<file path="src/rtl/instruction_fetch_unit_64_bit_if.sv">
// Fetch unit bus bundle: control, instruction-memory and decode-side
// signals grouped into one interface with master (fetch) and slave views.
interface instruction_fetch_unit_64_bit_if #(
   parameter int ADDR_W = 10
);
   // control / loader
   logic              Start;
   logic [ADDR_W-1:0] StartPC;
   logic              Stop;
   logic              LoadValid;
   logic [ADDR_W-1:0] LoadAddr;
   logic [63:0]       LoadData;
   logic              Redirect;
   logic [ADDR_W-1:0] RedirectPC;
   // instruction memory
   logic              MemE;
   logic              MemRW;
   logic [63:0]       MemAddr;
   logic [63:0]       MemDataIn;
   logic [63:0]       MemDataOut;
   // decode handshake
   logic              InstrValid;
   logic              InstrReady;
   logic [63:0]       Instr;
   logic [ADDR_W-1:0] InstrPC;
   logic              Busy;

   modport master (
      input  Start, StartPC, Stop,
      input  LoadValid, LoadAddr, LoadData,
      input  Redirect, RedirectPC,
      input  MemDataOut, InstrReady,
      output MemE, MemRW, MemAddr, MemDataIn,
      output InstrValid, Instr, InstrPC, Busy
   );

   modport slave (
      output Start, StartPC, Stop,
      output LoadValid, LoadAddr, LoadData,
      output Redirect, RedirectPC,
      output MemDataOut, InstrReady,
      input  MemE, MemRW, MemAddr, MemDataIn,
      input  InstrValid, Instr, InstrPC, Busy
   );
endinterface

</file>
<file path="src/rtl/instruction_fetch_unit_64_bit.sv">
// Instruction fetch stage in front of a 64-bit sync-read memory: PC,
// one outstanding read, 2-entry FIFO to decode, and IDLE program loader.
module instruction_fetch_unit_64_bit #(
   parameter int ADDR_W = 10
) (
   input logic                              Clk,
   input logic                              Reset,
   instruction_fetch_unit_64_bit_if.master  bus
);

   localparam logic [0:0] S_IDLE = 1'b0;
   localparam logic [0:0] S_RUN  = 1'b1;

   localparam logic [ADDR_W-1:0] PC_ONE = {{(ADDR_W-1){1'b0}}, 1'b1};

   logic [0:0]        state_q, state_d;
   logic [ADDR_W-1:0] pc_q, pc_d;
   logic [ADDR_W-1:0] tag_pc_q, tag_pc_d;
   logic              inflight_q, inflight_d;
   logic              kill_q, kill_d;
   logic [1:0]        count_q, count_d;
   logic [63:0]       data0_q, data0_d;
   logic [63:0]       data1_q, data1_d;
   logic [ADDR_W-1:0] ipc0_q, ipc0_d;
   logic [ADDR_W-1:0] ipc1_q, ipc1_d;

   logic              run;
   logic              pop;
   logic              push;
   logic              flush;
   logic              issue;
   logic [2:0]        occ;
   logic [1:0]        left;

   // handshake, flush and issue decisions for this cycle
   always_comb begin
      run   = (state_q == S_RUN);
      pop   = (count_q != 2'd0) & bus.InstrReady;
      flush = run & (bus.Stop | bus.Redirect);
      occ   = {1'b0, count_q}
            + {2'b00, inflight_q}
            - {2'b00, pop};
      issue = run & ~flush & (occ < 3'd2);
      push  = run & inflight_q & ~kill_q & ~flush;
      left  = count_q - {1'b0, pop};
   end

   // next-state: FSM, PC, outstanding read tag and FIFO contents
   always_comb begin
      state_d    = state_q;
      pc_d       = pc_q;
      count_d    = count_q;
      data0_d    = data0_q;
      data1_d    = data1_q;
      ipc0_d     = ipc0_q;
      ipc1_d     = ipc1_q;
      inflight_d = issue;
      tag_pc_d   = issue ? pc_q : tag_pc_q;
      kill_d     = flush ? inflight_q : 1'b0;
      unique case (state_q)
         S_IDLE: begin
            if (bus.Start) begin
               state_d = S_RUN;
               pc_d    = bus.StartPC;
            end
         end
         S_RUN: begin
            if (bus.Stop) begin
               state_d = S_IDLE;
               count_d = 2'd0;
            end else if (bus.Redirect) begin
               pc_d    = bus.RedirectPC;
               count_d = 2'd0;
            end else begin
               if (issue) begin
                  pc_d = pc_q + PC_ONE;
               end
               if (pop) begin
                  data0_d = data1_q;
                  ipc0_d  = ipc1_q;
               end
               if (push) begin
                  if (left == 2'd0) begin
                     data0_d = bus.MemDataOut;
                     ipc0_d  = tag_pc_q;
                  end else begin
                     data1_d = bus.MemDataOut;
                     ipc1_d  = tag_pc_q;
                  end
               end
               count_d = left + {1'b0, push};
            end
         end
         default: begin
            state_d = S_IDLE;
         end
      endcase
   end

   // state registers, cleared asynchronously by Reset
   always_ff @(posedge Clk or posedge Reset) begin
      if (Reset) begin
         state_q    <= S_IDLE;
         pc_q       <= '0;
         tag_pc_q   <= '0;
         inflight_q <= 1'b0;
         kill_q     <= 1'b0;
         count_q    <= 2'd0;
         data0_q    <= '0;
         data1_q    <= '0;
         ipc0_q     <= '0;
         ipc1_q     <= '0;
      end else begin
         state_q    <= state_d;
         pc_q       <= pc_d;
         tag_pc_q   <= tag_pc_d;
         inflight_q <= inflight_d;
         kill_q     <= kill_d;
         count_q    <= count_d;
         data0_q    <= data0_d;
         data1_q    <= data1_d;
         ipc0_q     <= ipc0_d;
         ipc1_q     <= ipc1_d;
      end
   end

   // outputs; IDLE pass-throughs are forced to reset values while
   // Reset is held so the bus is quiet in the same cycle
   always_comb begin
      bus.MemE       = 1'b0;
      bus.MemRW      = 1'b1;
      bus.MemAddr    = '0;
      bus.MemDataIn  = '0;
      bus.InstrValid = 1'b0;
      bus.Instr      = '0;
      bus.InstrPC    = '0;
      bus.Busy       = 1'b0;
      if (!Reset) begin
         bus.MemDataIn = bus.LoadData;
         if (run) begin
            bus.MemE    = issue;
            bus.MemAddr = {{(64-ADDR_W){1'b0}}, pc_q};
         end else begin
            bus.MemE    = bus.LoadValid;
            bus.MemRW   = ~bus.LoadValid;
            bus.MemAddr = {{(64-ADDR_W){1'b0}}, bus.LoadAddr};
         end
         bus.InstrValid = (count_q != 2'd0);
         bus.Instr      = bus.InstrValid ? data0_q : '0;
         bus.InstrPC    = bus.InstrValid ? ipc0_q : '0;
         bus.Busy       = run;
      end
   end

endmodule

</file>
<file path="src/flat_wrapper.sv">
// flat-port wrapper written by rule: the top's interface ports become plain ports
module instruction_fetch_unit_64_bit_flat 
#(
   parameter int ADDR_W = 10
)
  (Clk, Reset, bus_Start, bus_StartPC, bus_Stop, bus_LoadValid, bus_LoadAddr, bus_LoadData, bus_Redirect, bus_RedirectPC, bus_MemDataOut, bus_InstrReady, bus_MemE, bus_MemRW, bus_MemAddr, bus_MemDataIn, bus_InstrValid, bus_Instr, bus_InstrPC, bus_Busy);
  instruction_fetch_unit_64_bit_if #(.ADDR_W(ADDR_W)) bus_i ();
  input logic Clk;
  input logic Reset;
  input wire logic [$bits(bus_i.Start)-1:0] bus_Start;
  input wire logic [$bits(bus_i.StartPC)-1:0] bus_StartPC;
  input wire logic [$bits(bus_i.Stop)-1:0] bus_Stop;
  input wire logic [$bits(bus_i.LoadValid)-1:0] bus_LoadValid;
  input wire logic [$bits(bus_i.LoadAddr)-1:0] bus_LoadAddr;
  input wire logic [$bits(bus_i.LoadData)-1:0] bus_LoadData;
  input wire logic [$bits(bus_i.Redirect)-1:0] bus_Redirect;
  input wire logic [$bits(bus_i.RedirectPC)-1:0] bus_RedirectPC;
  input wire logic [$bits(bus_i.MemDataOut)-1:0] bus_MemDataOut;
  input wire logic [$bits(bus_i.InstrReady)-1:0] bus_InstrReady;
  output wire logic [$bits(bus_i.MemE)-1:0] bus_MemE;
  output wire logic [$bits(bus_i.MemRW)-1:0] bus_MemRW;
  output wire logic [$bits(bus_i.MemAddr)-1:0] bus_MemAddr;
  output wire logic [$bits(bus_i.MemDataIn)-1:0] bus_MemDataIn;
  output wire logic [$bits(bus_i.InstrValid)-1:0] bus_InstrValid;
  output wire logic [$bits(bus_i.Instr)-1:0] bus_Instr;
  output wire logic [$bits(bus_i.InstrPC)-1:0] bus_InstrPC;
  output wire logic [$bits(bus_i.Busy)-1:0] bus_Busy;
  assign bus_i.Start = bus_Start;
  assign bus_i.StartPC = bus_StartPC;
  assign bus_i.Stop = bus_Stop;
  assign bus_i.LoadValid = bus_LoadValid;
  assign bus_i.LoadAddr = bus_LoadAddr;
  assign bus_i.LoadData = bus_LoadData;
  assign bus_i.Redirect = bus_Redirect;
  assign bus_i.RedirectPC = bus_RedirectPC;
  assign bus_i.MemDataOut = bus_MemDataOut;
  assign bus_i.InstrReady = bus_InstrReady;
  assign bus_MemE = bus_i.MemE;
  assign bus_MemRW = bus_i.MemRW;
  assign bus_MemAddr = bus_i.MemAddr;
  assign bus_MemDataIn = bus_i.MemDataIn;
  assign bus_InstrValid = bus_i.InstrValid;
  assign bus_Instr = bus_i.Instr;
  assign bus_InstrPC = bus_i.InstrPC;
  assign bus_Busy = bus_i.Busy;
  instruction_fetch_unit_64_bit #(.ADDR_W(ADDR_W)) u_core (.Clk(Clk), .Reset(Reset), .bus(bus_i));
endmodule
</file>
<file path="config.mk">
export PLATFORM = sky130hd
export DESIGN_NAME = instruction_fetch_unit_64_bit_flat
export DESIGN_NICKNAME = d
export VERILOG_FILES = /design/src/rtl/instruction_fetch_unit_64_bit_if.sv /design/src/rtl/instruction_fetch_unit_64_bit.sv /design/src/flat_wrapper.sv
export SDC_FILE = /design/constraint.sdc
export NUM_CORES = 1
export LEC_CHECK = 0
export BUFFER_PORTS_ARGS = -buffer_cell sky130_fd_sc_hd__buf_2
export CORE_AREA = 2 2 134 168
export CTS_BUF_LIST = sky130_fd_sc_hd__clkbuf_16
export CTS_CLUSTER_SIZE = 24
export DETAILED_ROUTE_END_ITERATION = 12
export DIE_AREA = 0 0 136 170
export GPL_TIMING_DRIVEN = 0
export PLACE_DENSITY = 0.85
export SLEW_MARGIN = 5
export SYNTH_ARGS = -nofsm -noshare
export SYNTH_HDL_FRONTEND = slang
export SYNTH_SLANG_ARGS = --single-unit
</file>
<file path="constraint.sdc">
create_clock -name Clk -period 7.4 [get_ports Clk]
set_input_delay 0.37 -clock Clk [delete_from_list [all_inputs] [get_ports Clk]]
set_output_delay 0.37 -clock Clk [all_outputs]
set_load 0.02 [all_outputs]
</file>
; ---- Yosys cells after proc, flatten, opt, wreduce, memory -nomap -nowiden
; Index checks and enable logic that the tools add are counted.
[op_classes]
addsub = 5
magnitude_cmp = 1
n_eq_ne = 3
n_mux = 30
n_bitwise = 15
n_reduce_logical = 5
[ops]
columns = operator, n
row1 = 2-to-1 mux 64 bit, 7
row2 = 2-to-1 mux 10 bit, 10
row3 = case mux 10 bit (2 select lines), 1
row4 = adder 10 x 1 -> 10 bit (second input constant), 1
row5 = 2-to-1 mux 1 bit, 9
row6 = AND 1 bit, 7
row7 = inverter 1 bit, 7
row8 = AND reduction 3 bit, 2
row9 = AND reduction 5 bit, 1
row10 = 2-to-1 mux 2 bit, 2
row11 = != test 2 bit (second input constant), 2
row12 = adder 2 x 1 -> 3 bit, 1
row13 = less-than comparator 3 x 2 -> 1 bit (second input constant), 1
row14 = != test 3 bit (second input constant), 1
row15 = subtractor 3 x 1 -> 3 bit, 1
row16 = adder 2 x 1 -> 2 bit, 1
row17 = logical NOT 2 bit, 1
row18 = case mux 1 bit (2 select lines), 1
row19 = nonzero test 2 bit, 1
row20 = subtractor 2 x 1 -> 2 bit, 1
row21 = OR 1 bit, 1
[totals]
ff_bits = 173
inputBits = 165
out_inout_bits = 206

; ---- Longest topological paths before layout
[logic_depth]
word_depth = 9
ltp_mapped = 9
ltp_nobuf = 8

; ---- Worst setup path before layout
; Ideal clock, no wire load.
[synth_path]
kind = input -> output
from = in Reset
to = out bus_InstrPC[0]
arrival_time_ns = 6.438
setup_slack_ns = 0.592
cell_stages = 3
path_buffers = 1
path_cell_list = inv_1 > clkbuf_1 > and3_1
[synth_between]
elab_chain_len = 1
[synth_rtl]
columns = item, line
row1 = start: declaration, flat_wrapper.sv:9  ; input logic Reset;
row2 = 2-to-1 mux 10 bit, instruction_fetch_unit_64_bit.sv:138  ; if (!Reset) begin
row3 = end: declaration, flat_wrapper.sv:26  ; output wire logic [$bits(bus_i.InstrPC)-1:0] bus_InstrPC;
; No other way between the ends.

; ---- Final worst setup path
[layout_path]
from = reg u_core.count_q[1]
to = out bus_MemE
[layout_between]
elab_chain_len = 7
word_cells_on_any_way = 8
[layout_rtl]
columns = item, line
row1 = start: declaration, instruction_fetch_unit_64_bit.sv:21  ; logic [1:0] count_q, count_d;
row2 = start signal: assignment, instruction_fetch_unit_64_bit.sv:119  ; count_q <= count_d;
row3 = "parallel branches: the longest is 2 deep, another holds adder 2 x 1 -> 3 bit", n/a
row4 = subtractor 3 x 1 -> 3 bit *, instruction_fetch_unit_64_bit.sv:42  ; - {2'b00, pop};
row5 = less-than comparator 3 x 2 -> 1 bit *, instruction_fetch_unit_64_bit.sv:43  ; issue = run & ~flush & (occ < 3'd2);
row6 = AND 1 bit *, instruction_fetch_unit_64_bit.sv:43
row7 = 2-to-1 mux 1 bit *, instruction_fetch_unit_64_bit.sv:140  ; if (run) begin
row8 = 2-to-1 mux 1 bit *, instruction_fetch_unit_64_bit.sv:138
row9 = end: declaration, flat_wrapper.sv:20  ; output wire logic [$bits(bus_i.MemE)-1:0] bus_MemE;
; Every way passes the cells marked *.

==> reports/qor.yml <==
status:
  status: "complete, no violations"
worst_setup_path:
  cp_num_buf_inv: 2
  slowest_stage: "dfrtp_1"
  max_stage_delay_ns: 0.48
  path_cells: "or2_2, nand2_1, nor2_1, fa_1, xnor2_1, nand3_1, buf_2, o21ai_0, buf_2"
  worstPathArrival_ns: 3.19
  crit_fanout: 10
  crit_top_cell: "buf_2"
  worst_setup_path_end_kind: "primary output"
  critPathTopFamily: "simple AND/OR/NAND/NOR gates"
  critical_path_class: "flop to primary output"
  r2r_cells: 8
  required_ns: 7.03
  cp.depth: 9
  startpoint_type: "flop"
die:
  num_rows: 60
  die-height_um: 170
  fp.dieW_um: 136
  start_util: 0.443
  pin_count: 371
  core_area_um2: 21500
  die-area_um2: 23100
timing:
  setup_tns_ns: 0
  rsz0062_at_grt: "false"
  setup_viol: 0
  fin_crit_ns: 3.56
  fmax_mhz: 281
  worst_pin_slew_ns: 0.727
  slew_viol_final: 0
  finClkSkew_ns: 0.0130
  finalCritPeriodShare: 0.481
  relSlewSlack: 0.515
  hold_viol_final: 0
  timing.hold.ws_ns: 0.196
cts:
  cts_setup_buffers: 0
  cts_made_buffers: 17
  clock_sinks: 173
  cts_buffer_depth: 2
  h-tree-depth: 4
  clk_latency_ns: 0.42
  cts_tree: "done"
  cts_resized: 0
  clk_pin_slew_ns: 0.07
  postCtsHoldBufs: 0
  root_buffer: "clkbuf_16"
synthesis:
  ys_top_cells_by_area: "dfrtp_1 46%, a2bb2oi_2 9.5%, mux2_4 9.5%"
  synth_cells: 805
  ys_seq_area_frac: 0.455
  yosysTopAreaCellShare: 0.455
  synth_cell_types: 50
  synth.cell_area_um2: 9510
  synth_edf_count: 0
  synth_async_sr_flop_share: 1.00
  synth_area_leader_cell: "dfrtp_1"
  ys.flop_type: "dfrtp_1"
  ys_ff_latch: 173
  yosys_warnings: 0
  synth_area_per_cell_um2: 11.8
pwr:
  cellPowerDensity_nw_per_um2: 212
  peakVddDrop_mv: 0.154
  p_leak_nw: 6.87
grt:
  grt_max_degree: 59
  grt_pass1_wl_mm: 41.9
  overflow: 0
  antenna_found_initial: 1
  grt_pass1_vias: 7623
  grtUsageTotal: 0.234
detailed_routing:
  num_vias: 7886
  dr.pass1.iters: 5
  drt-initial-drc-count: 488
  drc: 0
  wl_mm: 27.9
  antenna_left: 0
  avgViaCountPerCell: 5.30
  wl_per_cell_um: 18.8
layout:
  syn_to_final_growth_pct: 29.6
  instances_no_fill: 1487
  drive_gt1_frac: 0.479
  final_cell_mix: "331 x buf_2, 173 x dfrtp_1, 76 x o22ai_1, 74 x and3_1, 66 x nor2b_1"
  final_common_cell: "buf_2"
  diodes: 0
  nFillCells: 1811
  layout.nets: 1363
placed_design:
  placed_cells: 1455
  port_buffers: 315
  place.gp.congestion: 0.814
  dpl.hpwl_mm: 20.7
job:
  cap_violations: 0
min_path:
  min_path_type: "primary input to flop"
  hold_depth: 2
## metal layers
| metal | track usage | part of all wire | up-vias |
|---|---|---|---|
| met1 | 0.324 | 0.44 | 3876 |
| met2 | 0.375 | 0.48 | 352 |
| met3 | 0.0417 | 0.065 | 35 |
| li1 | - | - | 3621 |
| met4 | 0.0716 | 0.017 | 2 |
| met5 | 0 | 0.00047 | - |
## cell usage after synthesis, drive strengths merged, types with 2 or more instances
| cell type | count |
|---|---|
| o211ai | 3 |
| nor3 | 3 |
| o21ai | 10 |
| nand2b | 5 |
| o22ai | 76 |
| nor2b | 67 |
| and3 | 74 |
| mux2 | 84 |
| xnor2 | 6 |
| nand2 | 12 |
| a2bb2oi | 74 |
| nor3b | 2 |
| or2 | 2 |
| nand3 | 7 |
| inv | 5 |
| buf | 90 |
| dfrtp | 173 |
| nor2 | 24 |
| a21oi | 15 |
| a311o | 2 |
| ha | 2 |
| mux2i | 12 |
| clkbuf | 38 |
## cell families (layout without fill, tap and decap cells)
kind of cell    count (synthesis)  in the layout  share of synthesized area
simple gates                  200            200                      0.123
xor+xnor                        7              7                    0.00645
compound gates                191            191                      0.186
other cells                     1             54                   0.000394
flops                         173            173                      0.455
mux                            96             96                      0.136
fa+ha+maj                       3              3                    0.00474
buf+inv                       134            484                     0.0878
## registers in the layout, summed over array words and instances, names as in the netlist, 2 cells and up
signal and count:
u_core.tag_pc_q 10, u_core.ipc1_q 10, u_core.data0_q 64, u_core.ipc0_q 10, u_core.count_q 2, u_core.data1_q 64, u_core.pc_q 10
## worst paths after layout
| path | startpoint | end | slack, ns |
|---|---|---|---|
| setup / recovery | u_core.count_q[1] | bus_MemE | 3.84 |
| hold / removal | bus_MemDataOut[55] | u_core.data1_q[55] | 0.20 |
| setup reg to reg | u_core.count_q[1] | u_core.tag_pc_q[5] | 4.58 |
| hold reg to reg | u_core.data1_q[25] | u_core.data1_q[25] | 0.51 |
| max in group asynchronous | Reset | u_core.data1_q[57] | 6.14 |
| min in group asynchronous | Reset | u_core.data1_q[23] | 0.37 |
## worst reg2reg max path, cell delays in order (launching register included)
cell and delay [ns]:
dfrtp_1 0.48, or2_2 0.35, nand2_1 0.12, nor2_1 0.07
fa_1 0.44, xnor2_1 0.29, nand3_1 0.30, buf_2 0.31
mux2_1 0.35
## stage by stage
step | util | power, mW | cell area [um^2] | setup slack [ns]
2_1_floorplan | - | 1.51 | 9710 | 0.0717
3_3_place_gp | 0.542 | 1.66 | 11600 | -2.79
3_5_place_dp | 0.545 | 1.68 | 11700 | 4.31
4_1_cts | 0.574 | 2.62 | 12300 | 3.83
5_1_grt | 0.574 | 2.72 | 12300 | 3.66
6_report | 0.574 | 2.61 | 12300 | 3.84
## cell type report
class                   instances  area (um^2)  share of cell area
plain buffers                 128          816              0.0662
well taps                     279          349              0.0283
multi-input cells             551         4540               0.369
clock inverters                15          184              0.0149
repair buffers                318         1650               0.134
inverters                       6         22.5             0.00183
flip-flops and latches        173         4330               0.351
clock buffers                  17          425              0.0345
## report_power, final
part / switching [mW] / leakage, nW / internal [mW]
clock: 0.400 / 0.297 / 0.538
combinational: 0.253 / 4.25 / 0.246
sequential: 0.102 / 2.32 / 1.07
Note: power is estimated with default switching activity, not from simulation.
